--- src/rtl/lsu_pkg.sv ---
// Shared encodings for the load/store unit: access sizes, FSM states, lane masks
// and the word-crossing predicate used by both the control and alignment logic.
package lsu_pkg;

    localparam logic [1:0] SZ_BYTE = 2'b00;
    localparam logic [1:0] SZ_HALF = 2'b01;
    localparam logic [1:0] SZ_WORD = 2'b10;
    localparam logic [1:0] SZ_RSVD = 2'b11;

    localparam logic [3:0] MASK_NONE = 4'b0000;
    localparam logic [3:0] MASK_BYTE = 4'b0001;
    localparam logic [3:0] MASK_HALF = 4'b0011;
    localparam logic [3:0] MASK_WORD = 4'b1111;

    typedef enum logic [1:0] {
        ST_IDLE = 2'b00,
        ST_ACC0 = 2'b01,
        ST_ACC1 = 2'b10,
        ST_DONE = 2'b11
    } lsu_state_e;

    function automatic logic [3:0] size_mask(input logic [1:0] size);
        logic [3:0] m;
        case (size)
            SZ_BYTE: m = MASK_BYTE;
            SZ_HALF: m = MASK_HALF;
            SZ_WORD: m = MASK_WORD;
            default: m = MASK_NONE;
        endcase
        return m;
    endfunction

    function automatic logic [2:0] size_nbytes(input logic [1:0] size);
        logic [2:0] n;
        case (size)
            SZ_BYTE: n = 3'd1;
            SZ_HALF: n = 3'd2;
            SZ_WORD: n = 3'd4;
            default: n = 3'd0;
        endcase
        return n;
    endfunction

    // True when the access spills past the last byte lane of its word.
    function automatic logic access_crosses(input logic [1:0] off, input logic [1:0] size);
        return (({1'b0, off} + size_nbytes(size)) > 3'd4);
    endfunction

endpackage

--- src/rtl/lsu_align.sv ---
// Combinational byte-lane steering: store rotation, two-word write mask and
// load extraction with zero/sign extension.
module lsu_align
    import lsu_pkg::*;
(
    input  logic [1:0]  off,
    input  logic [1:0]  size,
    input  logic        sign_ext,
    input  logic [31:0] wdata,
    input  logic [31:0] word0,
    input  logic [23:0] word1,
    output logic [31:0] wdata_rot,
    output logic [3:0]  wren_lo,
    output logic [3:0]  wren_hi,
    output logic [31:0] ld_ext
);

    logic [7:0]  m8_s;
    logic [31:0] raw_s;

    // Rotate store data onto lanes and build the mask across both words.
    always_comb begin
        m8_s = {4'b0000, size_mask(size)} << off;
        wren_lo = m8_s[3:0];
        wren_hi = m8_s[7:4];
        case (off)
            2'd0:    wdata_rot = wdata;
            2'd1:    wdata_rot = {wdata[23:0], wdata[31:24]};
            2'd2:    wdata_rot = {wdata[15:0], wdata[31:16]};
            2'd3:    wdata_rot = {wdata[7:0],  wdata[31:8]};
            default: wdata_rot = 32'h0000_0000;
        endcase
    end

    // Bytes from the second word only ever fill the upper lanes of the result.
    always_comb begin
        case (off)
            2'd0:    raw_s = word0;
            2'd1:    raw_s = {word1[7:0],  word0[31:8]};
            2'd2:    raw_s = {word1[15:0], word0[31:16]};
            2'd3:    raw_s = {word1[23:0], word0[31:24]};
            default: raw_s = 32'h0000_0000;
        endcase
        case (size)
            SZ_BYTE: ld_ext = {{24{sign_ext & raw_s[7]}},  raw_s[7:0]};
            SZ_HALF: ld_ext = {{16{sign_ext & raw_s[15]}}, raw_s[15:0]};
            SZ_WORD: ld_ext = raw_s;
            default: ld_ext = 32'h0000_0000;
        endcase
    end

endmodule

--- src/rtl/lsu.sv ---
// Load/store unit: one access at a time onto a word-addressed byte-lane memory.
// Define LSU_MISALIGN_EN to split word-crossing accesses into two cycles.
module lsu
    import lsu_pkg::*;
(
    input  logic        clk,
    input  logic        rst_n,
    input  logic        req,
    input  logic        we,
    input  logic [1:0]  size,
    input  logic        sign_ext,
    input  logic [31:0] addr,
    input  logic [31:0] wdata,
    output logic        ready,
    output logic        done,
    output logic        err,
    output logic [31:0] ld_data,
    output logic [31:0] mem_addr,
    output logic [31:0] mem_wdata,
    output logic [3:0]  mem_wren,
    input  logic [31:0] mem_rdata
);

    lsu_state_e  state_r, state_next_s;
    logic        we_r, sx_r, err_r;
    logic [1:0]  size_r;
    logic [31:0] addr_r, wdata_r, word0_r, ld_data_r;
    logic        accept_s, reject_s, ld_cap_s, w0_cap_s, req_bad_s;
    logic [31:0] wdata_rot_s, ld_ext_s, word0_s;
    logic [3:0]  wren_lo_s, wren_hi_s;

`ifdef LSU_MISALIGN_EN
    assign req_bad_s = (size == SZ_RSVD);
`else
    assign req_bad_s = (size == SZ_RSVD) || access_crosses(addr[1:0], size);
`endif

    // In the second cycle the first word comes from the capture register.
    assign word0_s = (state_r == ST_ACC1) ? word0_r : mem_rdata;

    lsu_align u_align (
        .off       (addr_r[1:0]),
        .size      (size_r),
        .sign_ext  (sx_r),
        .wdata     (wdata_r),
        .word0     (word0_s),
        .word1     (mem_rdata[23:0]),
        .wdata_rot (wdata_rot_s),
        .wren_lo   (wren_lo_s),
        .wren_hi   (wren_hi_s),
        .ld_ext    (ld_ext_s)
    );

    // State register.
    always_ff @(posedge clk or negedge rst_n) begin
        if (!rst_n) begin
            state_r <= ST_IDLE;
        end else begin
            state_r <= state_next_s;
        end
    end

    // Next-state and capture strobes.
    always_comb begin
        state_next_s = state_r;
        accept_s     = 1'b0;
        reject_s     = 1'b0;
        ld_cap_s     = 1'b0;
        w0_cap_s     = 1'b0;
        case (state_r)
            ST_IDLE: begin
                if (req) begin
                    accept_s = 1'b1;
                    if (req_bad_s) begin
                        reject_s     = 1'b1;
                        state_next_s = ST_DONE;
                    end else begin
                        state_next_s = ST_ACC0;
                    end
                end else begin
                    state_next_s = ST_IDLE;
                end
            end
            ST_ACC0: begin
                w0_cap_s = 1'b1;
`ifdef LSU_MISALIGN_EN
                if (access_crosses(addr_r[1:0], size_r)) begin
                    state_next_s = ST_ACC1;
                end else begin
                    ld_cap_s     = ~we_r;
                    state_next_s = ST_DONE;
                end
`else
                ld_cap_s     = ~we_r;
                state_next_s = ST_DONE;
`endif
            end
            ST_ACC1: begin
`ifdef LSU_MISALIGN_EN
                ld_cap_s     = ~we_r;
                state_next_s = ST_DONE;
`else
                state_next_s = ST_IDLE;
`endif
            end
            ST_DONE: state_next_s = ST_IDLE;
            default: state_next_s = ST_IDLE;
        endcase
    end

    // Request latch, first-word capture and load result.
    always_ff @(posedge clk or negedge rst_n) begin
        if (!rst_n) begin
            we_r      <= 1'b0;
            sx_r      <= 1'b0;
            size_r    <= 2'b00;
            addr_r    <= 32'h0000_0000;
            wdata_r   <= 32'h0000_0000;
            err_r     <= 1'b0;
            word0_r   <= 32'h0000_0000;
            ld_data_r <= 32'h0000_0000;
        end else begin
            if (accept_s) begin
                we_r    <= we;
                sx_r    <= sign_ext;
                size_r  <= size;
                addr_r  <= addr;
                wdata_r <= wdata;
                err_r   <= reject_s;
            end
            if (w0_cap_s) begin
                word0_r <= mem_rdata;
            end
            if (ld_cap_s) begin
                ld_data_r <= ld_ext_s;
            end
        end
    end

    // Write enables exist only while an access cycle is in flight.
    always_comb begin
        case (state_r)
            ST_ACC0: mem_wren = we_r ? wren_lo_s : 4'b0000;
            ST_ACC1: mem_wren = we_r ? wren_hi_s : 4'b0000;
            default: mem_wren = 4'b0000;
        endcase
    end

    assign mem_addr  = {addr_r[31:2], 2'b00} + ((state_r == ST_ACC1) ? 32'd4 : 32'd0);
    assign mem_wdata = wdata_rot_s;
    assign ready     = (state_r == ST_IDLE);
    assign done      = (state_r == ST_DONE);
    assign err       = err_r;
    assign ld_data   = ld_data_r;

endmodule

--- config.mk ---
export PLATFORM = sky130hd
export DESIGN_NAME = lsu
export DESIGN_NICKNAME = d
export VERILOG_FILES = /design/src/rtl/lsu_pkg.sv /design/src/rtl/lsu_align.sv /design/src/rtl/lsu.sv
export SDC_FILE = /design/constraint.sdc
export NUM_CORES = 1
export LEC_CHECK = 0
export CAP_MARGIN = 5
export CORE_ASPECT_RATIO = 0.9
export CORE_UTILIZATION = 40
export CTS_CLUSTER_DIAMETER = 60
export DETAILED_ROUTE_END_ITERATION = 6
export GPL_TIMING_DRIVEN = 0
export HOLD_SLACK_MARGIN = 0.03
export PLACE_DENSITY = 0.67
export SYNTH_ARGS = -nofsm -noshare
export SYNTH_HDL_FRONTEND = slang
export SYNTH_HIERARCHICAL = 1
export SYNTH_SLANG_ARGS = --single-unit
--- constraint.sdc ---
create_clock -name clk -period 4.5 [get_ports clk]
set_clock_uncertainty 0.05 [all_clocks]
set_input_delay 1.35 -clock clk [delete_from_list [all_inputs] [get_ports clk]]
set_output_delay 1.35 -clock clk [all_outputs]
set_load 0.02 [all_outputs]
Word-level counts from Yosys, hierarchy flattened
Index checks and enable logic that the tools add are counted.
- add/sub/neg operators: 2
- reduce and logical (&&, ||, !) cells: 6
- shifts and indexed selects: 1
- $lt $le $gt $ge: 1
- multiplexer cells: 20
- bitwise logic cells: 3
- equality and inequality tests: 11
- operators by type and width (kind ; number):
    $pmux 32 s4 ; 2
    $pmux 32 s3 ; 1
    $add 32x3->32 ; 1
    $mux 32 ; 1
    $eq 2x2->1 const B ; 7
    $pmux 4 s3 ; 1
    $pmux 3 s3 ; 1
    $eq 2x1->1 const B ; 4
    $logic_not 2->1 ; 4
    $mux 4 ; 2
    $pmux 4 s2 ; 1
    $shl 4x2->8 ; 1
    $mux 1 ; 7
    $pmux 2 s3 ; 1
    $mux 2 ; 2
    $add 2x3->3 ; 1
    $gt 3x3->1 const B ; 1
    $mux 3 ; 1
    $and 1x1->1 ; 2
    $reduce_or 2->1 ; 1
    $logic_or 1x1->1 ; 1
    $not 1->1 ; 1
- register bits: 135
- word-level logic and storage cells: 53
- input bits: 103
- output and inout port bits: 103

Logic depth before layout (Yosys ltp)
- word-level depth: 8
- depth in mapped cells: 10
- mapped depth without buffers: 8

Hierarchy
The synthesis kept the hierarchy.
- modules (own cells, without submodules) (module ; area each (µm²) ; times used ; seq. area each (µm²) ; cells each):
    lsu ; 6129.6 ; 1 ; 3378.2 ; 438
    lsu_align ; 2132.0 ; 1 ; 0.0 ; 196

Least setup slack after synthesis
Ideal clock, no wire load.
- path type: register to output
- start point: reg state_r[0]
- end point: out mem_addr[20]
- required time: 3100 ps
- slack: 974 ps
- cell stages (with the launch flop): 10
- path buffers: 1
- data arrival time: 2126 ps
- path through: dfrtp_1 > inv_1 > ha_1 > ha_1 > ha_1 > and4_1 > clkbuf_1 > and4_1 > nand4_1 > xnor2_1
- word-level cells in the longest chain between the ends: 3
- RTL lines (element ; RTL line ; RTL):
    from (decl) ; lsu.sv:24 ; lsu_state_e state_r, state_next_s;
    from (signal assigned) ; lsu.sv:59 ; state_r <= state_next_s;
    $eq 2x2->1 ; lsu.sv:149 ; assign mem_addr = {addr_r[31:2], 2'b00} + ((state_r == ST_ACC1) ? 32'd4 : 32'd0);
    $mux 3 ; lsu.sv:149 ;
    $add 32x3->32 ; lsu.sv:149 ;
    to (decl) ; lsu.sv:18 ; output logic [31:0] mem_addr,
Every way passes these cells.

Worst setup path in the final report
- start point: reg state_r[0]
- end point: out mem_addr[13]
Same word-level chain as after synthesis.

==> reports/metrics.cfg <==
[routing]
drt-vias-per-instance = 5.51
first_pass_iters = 7
post-route-drc-count = 0
routedWlPerCell_um = 21.1
wl_mm = 23.7
drt-initial-drc-count = 379
drtAntennaViolNets = 0
via_count = 6194

[die]
coreArea_mm2 = 0.0201
die_w_um = 153
io_pins = 206
die_h_um = 138
dieArea_mm2 = 0.0212
start_util_pct = 41.1
num_rows = 49

[critical_path]
path_buf_inv = 2
critPathKind = register to primary output
crit_chain = inv_1 > ha_1 > ha_1 > nand2_1 > nor3b_2 > and3_1 > xor2_1 > clkdlybuf4s50_1
cpPeakStageDelay_ns = 0.61
startpoint_type = register
path_common_cell = ha_1
crit_slowest_cell = clkdlybuf4s50_1
worstPathArrival_ns = 2.91
crit_required_ns = 3.10
crit_fanout = 7
cpLargestDelayFamily = simple AND/OR/NAND/NOR gates
endpoint_kind = primary output

[place]
hpwl_mm = 17.6
preCtsSetupSlack_ns = 0.206
gp_congestion = 0.846
placed_cells = 1094
port_buffers = 203
placed_cell_area_mm2 = 0.0106

[sta]
finalCritPeriodShare_pct = 95.7
period_needed_ns = 4.31
max_freq_mhz = 232
maxSlewViolCount = 0
slew_headroom_pct = 48.0
grt_setup_unrepaired = no
tightest_slew_ns = 0.780
worst_slack_ns = 0.195
hold_violations = 0
whs_ns = 0.428
setup_viol = 0

[cells_and_area]
drive_above_1_share_pct = 32.9
fin_cells = 1125
antennaDiodeCount = 0
design_area_mm2 = 0.0112
syn2layout_area_growth_pct = 36.2
fin_nets = 972

[cts]
cts_root_buf = clkbuf_16
cts_tree = yes
clk_latency_ns = 0.42
cts_max_path_buffers = 2
clk_pin_slew_ns = 0.06
postCtsSetupRepairBufs = 0
numCtsBuffers = 17
htreeDepth = 4
clkSinkCount = 135

[synth]
postSynthAreaPerCell_um2 = 13.0
ys.flop_type = dfrtp_1
synth_cell_type_count = 52
ys_warn_count = 6
ys_ff_latch = 135
async_flop_share_pct = 100
yosysTopAreaCellShare_pct = 40.9
synthesis.area_mm2 = 0.00826
synth.most_common_cell = mux2_2
synth-edff-count = 0
ys_seq_area_share_pct = 40.9
synth_top_cell_by_area = dfrtp_1
synth_area_leaders = dfrtp_1 (41%), mux2_2 (22%), mux4_2 (13%), mux2i_1 (1.9%), xnor2_1 (1.9%)
synth_commonest_cells = mux2_2 (162), dfrtp_1 (135), mux4_2 (48)
netlist_instances = 634

[job]
cap_violations = 0

[power_and_ir_drop]
p_leak_uw = 0.00458
ir_worst_vdd_uv = 610
powerDensity_mw_per_mm2 = 812
finalPower_uw = 9130

[status]
outcome = finished, final reports clean

[global_route]
grt_pass1_vias = 6557
antenna_found_initial = 0
grt_use_total_pct = 22.9
grt_pass1_wl_mm = 37.2
grt-ovfl-total = 0
grt_max_degree = 97

[worst_hold_path]
worstHoldPathType = register to register

[power by group]
group          switching (uW)  total (uW)  internal, uW  leakage, uW
registers                 490        2280          1790      0.00163
logic                    2610        5420          2810      0.00266
clock network             557        1430           875     0.000287
[worst min-delay path: cells and delay by family, from the launching register on]
| family | cells | cell delay, ns |
|---|---|---|
| and+or+nand+nor | 1 | 0.05 |
| AOI/OAI and AO/OA | 1 | 0.06 |
| DFF | 1 | 0.34 |
[cell usage in the layout, fill, tap and decap left out, types with 11 or more instances in the layout]
cell type	netlist	routed
clkdlybuf4s50_1	0	191
a21oi_1	14	14
mux2_2	162	162
mux2i_1	16	16
nor2_1	11	11
clkbuf_16	0	17
clkbuf_1	16	15
dfrtp_1	135	135
buf_2	14	15
ha_1	11	11
a211oi_1	15	15
nand2_1	29	29
xor2_1	11	11
xnor2_1	18	18
nand3_1	30	30
mux4_2	48	48
[layout make-up]
class	instances	area, um2
buffer	48	279
clock buffer	18	429
clock inverter	14	175
fill	1654	8860
inverter	10	37.5
multi-input combinational	441	4580
sequential	135	3380
tap	255	319
timing repair buffer	204	2050
[cell families (layout without fill, tap and decap cells)]
family	after synthesis	count (layout)	share of synthesized area, %
adder cells (fa/ha/maj)	12	12	1.91
AND/OR/NAND/NOR	117	117	8.00
multiplexers	230	230	37.7
flip-flops	135	135	40.9
XOR/XNOR	29	29	3.07
buffers and inverters	59	294	3.85
other	2	3	0.0909
AO/OA/AOI/OAI	50	50	4.47
[per-layer routing]
| metal | up-vias | global-route usage (%) | part of all wire (%) |
|---|---|---|---|
| met1 | 3102 | 30.4 | 44 |
| li1 | 2823 | - | - |
| met5 | - | 0 | 0 |
| met4 | 0 | 8.58 | 2.6 |
| met3 | 40 | 4.64 | 5.9 |
| met2 | 229 | 37.1 | 48 |
[path summary, 6_finish.rpt]
check / startpoint / endpoint / slack, ns / depth (start not counted)
hold reg to reg: err / err / 0.43 / 2
max in group asynchronous: rst_n / word0_r[9] / 2.80 / 2
setup / recovery: state_r[0] / mem_addr[13] / 0.19 / 8
min in group asynchronous: rst_n / wdata_r[7] / 0.78 / 1
hold / removal: err / err / 0.43 / 2
setup reg to reg: state_r[0] / ld_data[30] / 0.95 / 10
[state kept, by name, indices dropped and copies added, names as in the netlist]
register,count
size_r,2
wdata_r,32
state_r,2
err,1
ld_data,32
addr_r,32
sx_r,1
word0_r,32
we_r,1
[metrics by stage]
| step | setup TNS, ns | util [%] |
|---|---|---|
| after floorplan | 0 | - |
| after global placement | -468.26 | 52.8 |
| after detailed placement | 0 | 52.9 |
| after CTS | 0 | 55.9 |
| after global routing | 0 | 55.9 |
| final | 0 | 55.9 |
[timing repair]
action | 4_1_cts | 5_1_grt
resized for setup | 13 | 2
hold buffers | 0 | 0
endpoints found under the setup margin | 13 | 2
Note: power is estimated with default switching activity, not from simulation.
